## src/rtl/clk_div_multi.sv

```systemverilog
// Multi-channel programmable clock divider: each channel emits a 50%-duty divided
// clock and a one-cycle tick at every terminal count, with run-time divisor updates.
module clk_div_multi #(
  parameter int NUM_CH  = 4,
  parameter int CNT_W   = 25,
  parameter int DEF_DIV = 2499999,
  parameter int SEL_W   = 2
) (
  input  logic              clk,
  input  logic              rst_n,
  input  logic [NUM_CH-1:0] en,
  input  logic [NUM_CH-1:0] phase_clr,
  input  logic              div_wr,
  input  logic [SEL_W-1:0]  div_sel,
  input  logic [CNT_W-1:0]  div_data,
  output logic [NUM_CH-1:0] div_pend,
  output logic [NUM_CH-1:0] clk_d,
  output logic [NUM_CH-1:0] tick
);

  localparam logic [CNT_W-1:0] DEF_DIV_V = CNT_W'(DEF_DIV);

  // div_wr is a single-cycle strobe with no back-pressure: it is always accepted
  // on the edge where it is high, and addresses outside 0..NUM_CH-1 are dropped.
  for (genvar gi = 0; gi < NUM_CH; gi++) begin : g_ch
    logic [CNT_W-1:0] r_count;
    logic [CNT_W-1:0] r_div_cur;
    logic [CNT_W-1:0] r_div_new;
    logic             r_pend;
    logic             r_clk_d;
    logic             r_tick;
    logic             w_term;
    logic             w_apply;
    logic             w_wr_hit;

    assign w_term   = (r_count == r_div_cur);
    assign w_apply  = phase_clr[gi] || (en[gi] && w_term);
    assign w_wr_hit = div_wr && (div_sel == SEL_W'(gi));

    always_ff @(posedge clk) begin
      if (!rst_n) begin
        r_count   <= '0;
        r_div_cur <= DEF_DIV_V;
        r_div_new <= '0;
        r_pend    <= 1'b0;
        r_clk_d   <= 1'b0;
        r_tick    <= 1'b0;
      end else begin
        if (phase_clr[gi]) begin
          r_count <= '0;
          r_clk_d <= 1'b0;
          r_tick  <= 1'b0;
        end else if (en[gi]) begin
          if (w_term) begin
            r_count <= '0;
            r_clk_d <= ~r_clk_d;
            r_tick  <= 1'b1;
          end else begin
            r_count <= r_count + CNT_W'(1);
            r_tick  <= 1'b0;
          end
        end else begin
          r_tick <= 1'b0;
        end

        // The apply point sees the pre-edge div_new/pend; a coincident write lands
        // in div_new and waits for the next terminal or clear.
        if (w_apply && r_pend) begin
          r_div_cur <= r_div_new;
        end
        if (w_wr_hit) begin
          r_div_new <= div_data;
          r_pend    <= 1'b1;
        end else if (w_apply) begin
          r_pend    <= 1'b0;
        end
      end
    end

    assign div_pend[gi] = r_pend;
    assign clk_d[gi]    = r_clk_d;
    assign tick[gi]     = r_tick;
  end

endmodule

```

## config.mk

```make
export PLATFORM = sky130hd
export DESIGN_NAME = clk_div_multi
export DESIGN_NICKNAME = d
export VERILOG_FILES = /design/src/rtl/clk_div_multi.sv
export SDC_FILE = /design/constraint.sdc
export NUM_CORES = 1
export LEC_CHECK = 0
export ABC_CLOCK_PERIOD_IN_PS = 3600
export BUFFER_PORTS_ARGS = -buffer_cell sky130_fd_sc_hd__buf_2
export CELL_PAD_IN_SITES_DETAIL_PLACEMENT = 1
export CELL_PAD_IN_SITES_GLOBAL_PLACEMENT = 2
export CORE_MARGIN = 3
export CORE_UTILIZATION = 43
export CTS_BUF_LIST = sky130_fd_sc_hd__clkbuf_8
export DETAILED_ROUTE_END_ITERATION = 8
export PLACE_DENSITY_LB_ADDON = 0.12
export SLEW_MARGIN = 20
export SYNTH_ARGS = -nofsm -noshare
export SYNTH_HDL_FRONTEND = slang
export SYNTH_SLANG_ARGS = --single-unit
```

## constraint.sdc

```tcl
create_clock -name clk -period 3.6 [get_ports clk]
set_input_delay 0.72 -clock clk [delete_from_list [all_inputs] [get_ports clk]]
set_output_delay 0.72 -clock clk [all_outputs]
set_load 0.01 [all_outputs]
```

==> run summary, run 1 <==
The library cell used most frequently in the layout, excluding fill and tap cells, is sky130_fd_sc_hd__nand2_1. Of the cells placed in the final design, the portion with a size suffix greater than 1 is a little under a tenth. The routed design could run at a clock period as short as ~2500 ps. The share of flip-flops with an asynchronous set or reset is 0%. Dividing total power by cell area gives a power density of 463 nW/um^2.

The run finished with clean final reports. The number of nets with antenna violations after routing is 0. The initial standard-cell utilization of the core came out at about 44%.

The first-pass GRT wire length came out at slightly below 60 mm. Measured along the x axis, the die boundary spans 187 um. In this run the number of H-tree levels came out at 2.

In the layout the commonest cells are 354 x sky130_fd_sc_hd__nand2_1, 312 x sky130_fd_sc_hd__dfxtp_1, 128 x sky130_fd_sc_hd__nor2_1. The number of buffers added by the clock tree synthesis step is 55. The prevailing post-synth register cell is sky130_fd_sc_hd__dfxtp_1. The clock tree buffer depth came out at 3. Port buffering added 49 buffers. The worst hold margin came out at 430 ps. The final hold violation count is 0.

Entering global routing, the biggest net connects 105 pins. The distinct cell type count after synthesis is 38. The number of hold buffers added after cts is 0. The die height came out at around 190 um. The launching point of the worst reg2reg path is g_ch[1].r_count[5]. The setup skew after layout is approximately 25 ps.

The synthesized net count is 1647. Summed over all failing endpoints, the final setup total negative slack is 0 ps. The area overhead of the layout relative to synthesis is 11.4%.

The via count normalized by instance count is around 5.1. Synthesis handed over a netlist of between 1500 and 2000 instances. The measured slew at the worst slew-check pin came out at about 1000 ps. The kind of capture point of the worst setup path is a flop. Summed over all cells, the static leakage comes to just over 5 nW. The final layout contains routed wiring with a total length of 35.4 mm.

The required time of the critical path came out at 4110 ps. The maximum ir drop on the vdd rail is roughly 0.00025 V. The number of global-route vias before repair came out at approximately 11000.

The total setup buffers inserted after CTS is 0. The path class of the tightest hold or removal check is in -> reg. Setup repair after global routing left no endpoint under its margin.

TritonCTS built the clock tree. The cell at the root of the clock tree is sky130_fd_sc_hd__clkbuf_8. The relative slew slack came out at between 20% and 30%.

The total global routing track utilization came out at 20.1%. In this run, synthesis inferred 0 flip-flops with an integrated enable. After the first detailed-routing iteration, the DRC count stood at ~420.

The final net count came out at 1673. The length in cells of the worst reg-to-reg path is 6. By startpoint and endpoint, the worst setup path is classified as reg -> reg. The worst flop-to-flop path endpoint is g_ch[1].r_div_cur[10]. The number of I/O pins came out at 50. The post-synthesis cell area came out at between 10000 and 15000 um^2. The Yosys step of the flow raised 0 warnings. The antenna diode count is 0. The number of register bits inferred by synthesis is approximately 310.

The worst setup path is launched from a flop. The maximum fanout along the worst path came out at 25. After floorplanning, the core was divided into 65 placement rows. The number of antenna violations at the first check in global routing came out at 0. The number of max-cap violations came out at 0. By area the synthesized netlist is led by sky130_fd_sc_hd__dfxtp_1 44%, sky130_fd_sc_hd__nand2_1 9.5%, sky130_fd_sc_hd__xnor2_1 7.7%.

The fraction of synthesized cell area taken by the top area cell type came out at between 40% and 50%. The cell depth of the worst hold path came out at 4. The biggest area contributor in the post-synthesis netlist is sky130_fd_sc_hd__dfxtp_1. The highest clock frequency the design can meet came out at around 400 MHz. The post-synthesis average cell area came out at 8.76 um^2.

The worst-case hold path end point is g_ch[0].r_pend. The first-pass iteration count of the detailed router came out at 5. The detailed placer's ending HPWL came out at around 25 mm. At the end of routability-driven placement, the weighted congestion stood at between 0.7 and 0.8. Clock tree synthesis found a total of 312 sinks. The data arrival time at the worst-slack endpoint came out at roughly 3000 ps. The sequential cell area fraction in the yosys report is 44.4%.

The clock latency on the worst-skew pair is approximately 610 ps. The floorplan step defined a die boundary enclosing 34900 um^2. The clock-pin slew on the worst setup and hold paths came out at 60 ps. In this run the most critical hold path is launched from phase_clr[0]. The post-CTS resize count came out at 0. The count of pins over their slew limit was 0. The overall via count from detail_route came out at between 10000 and 15000. The setup-violating endpoint count in the final report came out at 0. Dividing the final minimum period by the clock period gives around 69%. The total global routing overflow came out at 0. The reg2reg setup slack is ~1100 ps. The average wire per cell in the routed design came out at about 17 um.

After floorplanning, the core was sized to cover between 30000 and 40000 um^2. The total DRC errors in the routed layout is 0.
[flip-flops by register name, summed over array words and instances (netlist names)]
| register | count |
|---|---|
| g_ch.r_div_new | 100 |
| g_ch.r_div_cur | 100 |
| g_ch.r_tick | 4 |
| g_ch.r_count | 100 |
| g_ch.r_clk_d | 4 |
| g_ch.r_pend | 4 |
[cell families after synthesis]
logic type                 synth area share [%]
and+or+nand+nor                            24.8
DFF                                        44.4
xor gates and xnor gates                   12.0
AOI/OAI and AO/OA                          7.05
buffers and inverters                      3.95
muxes                                      7.41
adders and majority gates                 0.356
[cell type report]
class | count | area, um^2
timing repair buffer | 65 | 384
clock buffer | 72 | 991
multi-input combinational | 1177 | 7260
fill | 3789 | 16200
sequential | 312 | 6250
tap | 435 | 544
clock inverter | 29 | 153
inverter | 20 | 75.1
[worst max path at each step]
stage / cells past startpoint / endpoint / slack (ps) / start
floorplan: 6 / g_ch[2].r_div_cur[10] / 1150 / en[2]
global placement: 6 / g_ch[2].r_count[16] / 1060 / en[2]
detailed placement: 6 / g_ch[2].r_count[1] / 1020 / en[2]
CTS: 6 / g_ch[0].r_div_cur[8] / 1090 / g_ch[0].r_count[17]
global route: 6 / g_ch[2].r_count[2] / 910 / g_ch[2].r_count[13]
finish: 6 / g_ch[1].r_div_cur[10] / 1130 / g_ch[1].r_count[5]
[layer usage]
metal	vias up	GRT usage, %	share of wire [%]
li1	5323	-	-
met1	5170	26.7	46
met2	150	34.1	47
met3	43	3.61	5.0
met4	0	4.42	1.4
met5	-	0	0
[metrics by stage]
step                cell area [um^2]  setup WS [ps]  utilization [%]  std cells  power, mW
global placement               14500           1060             45.5       2009       3.98
floorplan                      14100           1150                -       1605       3.85
detailed placement             14500           1020             45.5       2009       3.99
CTS                            15700           1090             49.1       2110       7.36
finish                         15700           1130             49.1       2110       7.24
global route                   15700            908             49.1       2110       7.58
[where the power goes]
part           total [mW]  switching (mW)  leakage [nW]  internal (mW)
clock network        3.34            1.48         0.665           1.86
registers            3.56          0.0408          2.52           3.51
logic               0.351           0.220          2.00          0.130
[worst max-delay path: stages (launching register included)]
cell and delay, ps:
sky130_fd_sc_hd__dfxtp_1 440, sky130_fd_sc_hd__xnor2_1 170, sky130_fd_sc_hd__nand4_1 120, sky130_fd_sc_hd__or4_1 700, sky130_fd_sc_hd__o31ai_4 280, sky130_fd_sc_hd__buf_4 410
sky130_fd_sc_hd__mux2i_1 250
[Yosys cell counts (2+ instances only)]
cell type and instances:
sky130_fd_sc_hd__ha_1 4, sky130_fd_sc_hd__mux2i_1 104, sky130_fd_sc_hd__o21ai_0 10, sky130_fd_sc_hd__nor4b_1 2, sky130_fd_sc_hd__and2_1 3, sky130_fd_sc_hd__nand2b_1 6, sky130_fd_sc_hd__a21boi_0 102, sky130_fd_sc_hd__o2111ai_1 2
sky130_fd_sc_hd__dfxtp_1 312, sky130_fd_sc_hd__nand2_1 354, sky130_fd_sc_hd__nand3_1 24, sky130_fd_sc_hd__and4_1 11, sky130_fd_sc_hd__o31ai_4 4, sky130_fd_sc_hd__xnor2_1 124, sky130_fd_sc_hd__inv_1 20, sky130_fd_sc_hd__clkbuf_1 70
sky130_fd_sc_hd__xor2_1 68, sky130_fd_sc_hd__buf_2 6, sky130_fd_sc_hd__o21bai_1 4, sky130_fd_sc_hd__or4_1 9, sky130_fd_sc_hd__a21oi_1 5, sky130_fd_sc_hd__nor4_1 20, sky130_fd_sc_hd__or3_1 6, sky130_fd_sc_hd__nor2_1 128
sky130_fd_sc_hd__buf_8 2, sky130_fd_sc_hd__a221oi_1 2, sky130_fd_sc_hd__buf_4 12, sky130_fd_sc_hd__or2_2 3, sky130_fd_sc_hd__nor2b_1 100, sky130_fd_sc_hd__nand4bb_1 5, sky130_fd_sc_hd__nand4_1 37, sky130_fd_sc_hd__nor3_1 23
sky130_fd_sc_hd__and3_1 13, sky130_fd_sc_hd__buf_6 6
Note: power is estimated with default switching activity, not from simulation.
==> inputs of run 2 (changes only) <==
--- a/config.mk
+++ b/config.mk
@@ -5,12 +5,13 @@
 export SDC_FILE = /design/constraint.sdc
 export NUM_CORES = 1
 export LEC_CHECK = 0
-export ABC_CLOCK_PERIOD_IN_PS = 3600
+export ABC_AREA = 1
+export ABC_CLOCK_PERIOD_IN_PS = 2100
 export BUFFER_PORTS_ARGS = -buffer_cell sky130_fd_sc_hd__buf_2
 export CELL_PAD_IN_SITES_DETAIL_PLACEMENT = 1
 export CELL_PAD_IN_SITES_GLOBAL_PLACEMENT = 2
 export CORE_MARGIN = 3
-export CORE_UTILIZATION = 43
+export CORE_UTILIZATION = 33
 export CTS_BUF_LIST = sky130_fd_sc_hd__clkbuf_8
 export DETAILED_ROUTE_END_ITERATION = 8
 export PLACE_DENSITY_LB_ADDON = 0.12
==> constraint.sdc (replaced) <==
create_clock -name clk -period 2.1 [get_ports clk]
set_input_delay 0.42 -clock clk [delete_from_list [all_inputs] [get_ports clk]]
set_output_delay 0.42 -clock clk [all_outputs]
set_load 0.01 [all_outputs]
==> run summary, run 2 <==
The synthesized design spends more area on one cell type than any other, namely sky130_fd_sc_hd__dfxtp_1. The clock-pin slew on the worst setup and hold paths is around 60 ps. STA puts the critical path data arrival time at 2440 ps.

The worst hold path belongs to the class in -> reg. The count of buffers inserted at the top-level ports is 49. The number of global-route vias before repair came out at ~15000. The standby leakage power is 7.69 nW.

The number of antenna violations at the first check in global routing was 1. The synthesized net count came out at ~2400. The area overhead of the layout relative to synthesis is 15.1%.

The number of hold buffers added after cts came out at 0. The post-synthesis cell area came out at approximately 15000 um^2. Of the total synthesized cell area, the portion taken by AND, OR, NAND and NOR gates is between 30% and 40%. The total global routing track utilization is approximately a fifth.

The critical setup path kind is reg -> reg. The cell at the root of the clock tree is sky130_fd_sc_hd__clkbuf_8. The clock tree buffer depth came out at 3. The die outline area came out at 48400 um^2. The via count normalized by instance count is approximately 4.9.

The first-pass iteration count of the detailed router came out at 4. At the later pin of the worst-skew pair, clock insertion delay measures around 640 ps. For the final database, setup skew stands at ~17 ps.

The adder-cell area share of the yosys netlist came out at less than 1%. The total DRC errors in the routed layout is 0. The number of register bits inferred by synthesis came out at roughly 310. The final net count came out at ~2400. The count of pins over their slew limit came to 0. The highest clock frequency the design can meet is 523 MHz.

The post-synthesis average cell area came out at about 6.5 um^2. By area, the combinational part of the netlist is dominated by simple AND/OR/NAND/NOR gates. Along the worst path, the maximum fanout reaches 21. Power spread over the standard cell area amounts to about 750 nW/um^2. The fraction of synthesized cell area taken by the top area cell type came out at between 40% and 50%. The detailed router's first-iteration violation count is roughly 760. The fraction of synthesized cell area in xor and xnor cells came out at around 2.5%. The number of buffers added by the clock tree synthesis step is 57.

The number of max-cap violations is 0. The run finished with clean final reports. The share of flip-flops with an asynchronous set or reset came out at 0%. The overall via count from detail_route came out at approximately 15000. The setup-violating endpoint count in the final report is 0. Entering global routing, the biggest net connects 195 pins.

The prevailing post-synth register cell is sky130_fd_sc_hd__dfxtp_1. In the final layout, the registers with the most flip-flops are g_ch.r_count: 100 flops, g_ch.r_div_cur: 100 flops, g_ch.r_div_new: 100 flops. The gate count of the mapped netlist is ~2300. The floorplan step defined a core boundary enclosing around 45000 um^2. The H-tree depth came out at 2.

Once the floorplan was initialized, standard cells occupied 33.8% of the core. The worst hold margin came out at roughly 120 ps. The die width is 220 um.

The required time of the critical path is roughly 2600 ps. The number of I/O pins came out at 50. The total setup buffers inserted after CTS is 0.

The area used by multi-input combinational logic is roughly 7200 um^2. For this run the aggregate overflow at the end of global routing stands at 0. STA classifies the critical path endpoint as a flop. The synthesized netlist devotes under 10% of its cell area to compound gates.

The distinct cell type count after synthesis is 39. The number of rows in the core area came out at a little under 80. The average wire per cell in the routed design came out at 16.2 um. The final critical-path share of the clock period came out at 91.1%. The post-CTS resize count came out at 0. The commonest cells after synthesis are 599 x sky130_fd_sc_hd__nand2_1, 322 x sky130_fd_sc_hd__nor2_1, 312 x sky130_fd_sc_hd__dfxtp_1.

The combined flip-flop and latch cell area came out at 6250 um^2. For the finished layout, the period the worst path requires is approximately 1900 ps. The fraction of synthesized area in multiplexers came out at 0%. The completed layout was analyzed and its total power is around 13 mW. STA classifies the critical path startpoint as a flop.

The relative slew slack is between 30 and 40%. The maximum ir drop on the vdd rail came out at 0.000355 V. The sequential cell area fraction in the yosys report came out at roughly two fifths. The final hold violation count came out at 0. The TritonCTS sink count is 312. The number of fill cells is 5844.

TritonCTS built the clock tree. The first-pass GRT wire length is about 80 mm. The final design utilization came out at 38.9%.

The detail route stage leaves a number of antenna-violating nets equal to 0. The fraction of final layout cells with drive strength greater than 1 is 9.69%. The most common cell in the synthesized netlist is sky130_fd_sc_hd__nand2_1. The placer's final routability congestion estimate is between 0.8 and 0.9. In this run, synthesis inferred 0 flip-flops with an integrated enable. Leaving out fill and tap cells, the most frequent cells in the layout are 594 x sky130_fd_sc_hd__nand2_1, 324 x sky130_fd_sc_hd__inv_1, 317 x sky130_fd_sc_hd__nor2_1. Leaving out fill and tap cells, the most frequent cell in the layout is sky130_fd_sc_hd__nand2_1. The die height is between 200 and 250 um. Sorting the synthesized cells by area gives the leading types as sky130_fd_sc_hd__dfxtp_1 41%, sky130_fd_sc_hd__nand2_1 15%, sky130_fd_sc_hd__nor2_1 8.0%.

The routed design has around 50 mm of wire. At the pin with the least slew margin, the transition time is 915 ps. The count of warnings emitted by yosys came out at 0.

Setup repair after global routing could not meet its margin everywhere. The detailed placer's ending HPWL came out at roughly 37 mm.
-- run 2: cell count changes in the layout (fill, tap and decap cells not counted), moves of 100 or more --
| cell | previous run | this run |
|---|---|---|
| sky130_fd_sc_hd__xnor2_1 | 124 | 8 |
| sky130_fd_sc_hd__mux2i_1 | 104 | 0 |
| sky130_fd_sc_hd__a21oi_1 | 5 | 138 |
| sky130_fd_sc_hd__nand3_1 | 24 | 215 |
| sky130_fd_sc_hd__inv_1 | 39 | 324 |
| sky130_fd_sc_hd__o21ai_0 | 10 | 132 |
| sky130_fd_sc_hd__nand2_1 | 354 | 594 |
| sky130_fd_sc_hd__nor2_1 | 128 | 317 |
| sky130_fd_sc_hd__nor2b_1 | 100 | 0 |
| sky130_fd_sc_hd__a21boi_0 | 102 | 0 |
-- run 2: cell families after synthesis --
kind of cell,count (synthesis)
XOR/XNOR,44
adder cells (fa/ha/maj),4
AO/OA/AOI/OAI,284
buffers and inverters,412
AND/OR/NAND/NOR,1255
flip-flops,312
-- run 2: area by class of cell --
class                           instances  share of cell area (%)
Multi-Input combinational cell       1587                    41.5
Sequential cell                       312                    35.9
Inverter                              311                    6.71
Clock buffer                           74                    5.85
Timing Repair Buffer                  117                    4.89
Tap cell                              592                    4.26
Clock inverter                         25                   0.884
Antenna cell                            1                  0.0144
-- run 2: worst paths after layout --
check	start	to	slack (ps)	depth (start not counted)
min	div_data[2]	g_ch[3].r_div_new[2]	120	3
max	g_ch[2].r_count[22]	g_ch[2].r_count[12]	190	10
max reg2reg	g_ch[2].r_count[22]	g_ch[2].r_count[12]	190	10
min reg2reg	g_ch[3].r_div_new[16]	g_ch[3].r_div_new[16]	460	2
-- run 2: worst max-delay path, cell delays in order, from the launching register on --
cell                      delay (ps)
sky130_fd_sc_hd__dfxtp_1         450
sky130_fd_sc_hd__nand2_1          80
sky130_fd_sc_hd__nand2_1         120
sky130_fd_sc_hd__nand2_1          70
sky130_fd_sc_hd__nor2_1          120
sky130_fd_sc_hd__nand3_1         150
sky130_fd_sc_hd__nor2_1          310
sky130_fd_sc_hd__nor2_2          120
sky130_fd_sc_hd__inv_1           120
sky130_fd_sc_hd__buf_12          170
sky130_fd_sc_hd__nor3_1           60
-- run 2: per-layer routing --
layer  share of wire [%]  GRT usage [%]  vias up
met3                 3.4           3.63       69
met4                 1.9           4.94        0
met1                  49           27.8     7027
met5                   0              0        -
met2                  45           33.4      167
li1                    -              -     7433
-- run 2: metrics by stage --
stage	setup slack [ps]	instances	area (um^2)	TNS, ps
after floorplan	469	2311	15100	0
after global placement	2.09	2918	16100	0
after detailed placement	10.5	2918	16100	0
after CTS	30.8	3017	17300	0
after global routing	-34.0	3018	17400	-34.0
final	188	3019	17400	0
-- run 2: report_power, final --
part / internal, mW / total [mW] / switching [mW] / leakage [nW]
Clock: 3.36 / 6.00 / 2.64 / 0.679
Sequential: 6.08 / 6.19 / 0.103 / 2.53
Combinational: 0.290 / 0.889 / 0.599 / 4.48
==> inputs of run 3 (changes only) <==
--- a/config.mk
+++ b/config.mk
@@ -5,13 +5,13 @@
 export SDC_FILE = /design/constraint.sdc
 export NUM_CORES = 1
 export LEC_CHECK = 0
-export ABC_AREA = 1
+export ABC_AREA = 0
 export ABC_CLOCK_PERIOD_IN_PS = 2100
 export BUFFER_PORTS_ARGS = -buffer_cell sky130_fd_sc_hd__buf_2
 export CELL_PAD_IN_SITES_DETAIL_PLACEMENT = 1
 export CELL_PAD_IN_SITES_GLOBAL_PLACEMENT = 2
 export CORE_MARGIN = 3
-export CORE_UTILIZATION = 33
+export CORE_UTILIZATION = 36
 export CTS_BUF_LIST = sky130_fd_sc_hd__clkbuf_8
 export DETAILED_ROUTE_END_ITERATION = 8
 export PLACE_DENSITY_LB_ADDON = 0.12
==> run summary, run 3 (synthesis results as in run 1) <==
The run finished, with violations left. The checks that failed: negative setup slack. The wire length reported by the detailed router came out at between 40 and 50 mm. The library cell used most frequently in the layout, excluding fill and tap cells, is sky130_fd_sc_hd__nand2_1. In the final routed layout, each cell accounts on average for 17.5 um. The number of rows in the core area came out at 71. The overall via count from detail_route came out at between 10000 and 15000.

The standby leakage power came out at between 5 and 6 nW. The sequential group share of total power is 49.1%. The fraction of final layout cells with drive strength greater than 1 came out at roughly 19%. Of the available clock period, the critical path in the final layout requires 102%.

The area of the core came out at about 38000 um^2. The H-tree depth came out at 2. The final instance count without filler cells is around 2300. The TritonCTS clock tree is built.

The number of nets with antenna violations after routing is 0. For the pin with the worst max-slew slack, the measured transition is 624 ps. For this block, the initial DRC count from the detailed router was a little over 300. For this run the aggregate overflow at the end of global routing stands at 0.

Measured along the x axis, the die boundary spans between 200 and 250 um. The design area is between 15000 and 20000 um^2. Port buffering added 49 buffers. The combinational share of power came out at approximately 5.7%. Using the TritonRoute via totals, the vias-per-cell ratio works out to around 4.9.

The worst hold path belongs to the class in -> reg. The final hold violation count is 0. The final critical path time including I/O delays and setup came out at 2130 ps. The number of buffers added by the clock tree synthesis step came out at 56. Counting along the longest clock path gives a buffer depth of 3. The net load switching power came out at between 3 and 4 mW. The data arrival time at the worst-slack endpoint is roughly 2700 ps. 50 I/O pins were placed. The length in cells of the worst reg-to-reg path is 7.

Once the floorplan was initialized, standard cells occupied 36.9% of the core. Setup violations remaining at the end of the flow were counted as 9. The highest clock frequency the design can meet is approximately 470 MHz.

The worst setup path is captured at a flop. The portion of total power attributed to the clock network came out at between 40% and 50%. On the final layout, the worst clock skew is 10.4 ps. Net switching is around a quarter of the power.

The tree is rooted in a sky130_fd_sc_hd__clkbuf_8. The TritonCTS sink count is 312. The number of fill cells came out at 4441. The die outline area came out at about 41000 um^2. For this run, design rule violations remaining after detail routing come to 0. The worst setup path is of the reg -> reg kind.

Across the run, the number of max-cap violations was 0. In the layout the commonest cells are 354 x sky130_fd_sc_hd__nand2_1, 272 x sky130_fd_sc_hd__dfxtp_1, 127 x sky130_fd_sc_hd__nor2_1. The total negative slack for setup checks came out at -94.9 ps.

Setup repair after global routing could not meet its margin everywhere. The total placed cells including tap cells is about 2200. The maximum ir drop on the vdd rail came out at between 0.0004 and 0.0005 V. The count of pins over their slew limit came out at 0. The number of antenna violations at the first check in global routing is 0. In the global route stage, overall resource usage came out at between 10% and 20%. The delay of the slowest critical-path stage is ~560 ps. The final worst-path setup slack came out at -33.3 ps. The die height is about 200 um. The first-pass iteration count of the detailed router came out at 4.

The detailed placer's ending HPWL is ~27 mm. In this run the cell area measured after placement is approximately 15000 um^2. The area overhead of the layout relative to synthesis came out at 22.0%. The critical path goes through xnor2_1 -> nand2_1 -> or4_4 -> o31ai_4 -> buf_12 -> clkbuf_16 -> mux2i_1. The pin count of the biggest net entering global routing came out at 70. The largest registers in the layout are g_ch.r_count: 100 flops, g_ch.r_div_cur: 100 flops, g_ch.r_div_new: 100 flops.

The total power divided by cell area is slightly above 700 nW/um^2. The clock latency on the worst-skew pair came out at roughly 620 ps. In this run the worst path has a maximum fanout of 6. The antenna diode count is 0.

For this design, the slowest cell found on the critical path is sky130_fd_sc_hd__or4_4. The final net count is between 1500 and 2000. The cell depth of the worst hold path is 4. At the worst endpoint, the required time is 2640 ps. The kind of launch point of the worst setup path is a flop.

The first-pass GRT wire length is around 62 mm. The cell-internal power is roughly 9.3 mW. The worst pin sits at a relative slew slack of about three fifths. The number of global-route vias before repair came out at about 12000. At the end of routability-driven placement, the weighted congestion stood at slightly above 0.8. The clock-pin slew on the worst setup and hold paths came out at ~60 ps.
==> run 3: cell types whose count changed in the layout (fill, tap and decap cells not counted), moves of 103 or more <==
cell	previous run	this run
sky130_fd_sc_hd__inv_1	324	41
sky130_fd_sc_hd__nand2_1	594	354
sky130_fd_sc_hd__nand3_1	215	24
sky130_fd_sc_hd__nor2_1	317	127
sky130_fd_sc_hd__a21oi_1	138	5
sky130_fd_sc_hd__o21ai_0	132	10
sky130_fd_sc_hd__mux2i_1	0	103
==> run 3: worst paths after layout <==
check | slack [ps] | end | startpoint
setup / recovery | -30 | g_ch[1].r_div_cur[17] | g_ch[1].r_count[20]
hold / removal | 130 | g_ch[0].r_pend | phase_clr[0]
setup reg to reg | -30 | g_ch[1].r_div_cur[17] | g_ch[1].r_count[20]
hold reg to reg | 450 | g_ch[3].r_div_cur[11] | g_ch[3].r_div_new[11]
==> run 3: layer usage <==
metal | track usage, % | routed length, um | share of wire, %
met2 | 31.9 | 19000 | 47
met1 | 24.8 | 18600 | 46
met3 | 3.00 | 1720 | 4.3
met5 | 0 | 0 | 0
met4 | 5.90 | 927 | 2.3
==> run 3: through the flow <==
stage | total power, mW | hold WS [ps] | utilization [%] | setup slack [ps]
2_1_floorplan | 6.61 | 438 | - | -3.38
3_3_place_gp | 6.88 | 445 | 40.3 | -2.47
3_5_place_dp | 6.89 | 453 | 40.3 | -64.7
4_1_cts | 12.6 | 54.4 | 43.6 | -9.66
5_1_grt | 13.0 | 102 | 45.0 | -104
6_report | 12.4 | 127 | 45.0 | -33.3
==> run 3: area by class of cell <==
class,count,area (um^2),share of cell area (%)
clock buffer,70,963,5.62
clock inverter,33,139,0.810
inverter,20,75.1,0.438
multi-input combinational,1177,7510,43.8
sequential,312,6300,36.7
tap,511,639,3.73
timing repair buffer,175,1520,8.88
==> run 3: repair_timing <==
action | 4_1_cts | 5_1_grt
buffers inserted | 4 | 8
gates cloned | 2 | 11
gates resized for setup | 23 | 64
endpoints found under the setup margin | 74 | 161
hold buffers | 0 | 0
pin swaps | 5 | 24
==> run 3: power groups by stage <==
| stage | clock, mW | sequential, mW | combinational [mW] |
|---|---|---|---|
| finish | 5.62 | 6.09 | 0.708 |
| global route | 6.14 | 6.10 | 0.782 |
| detailed placement | 0 | 6.22 | 0.666 |
| floorplan | 0 | 6.20 | 0.404 |
| CTS | 5.86 | 6.09 | 0.682 |
| global placement | 0 | 6.22 | 0.658 |
==> run 3: worst max-delay path: cells and delay by family, from the launching register on <==
family                    cells  cell delay (ps)
and+or+nand+nor               2              670
buffers and inverters         2              330
AOI/OAI and AO/OA             1              270
muxes                         1              220
xor gates and xnor gates      1              140
DFF                           1              410
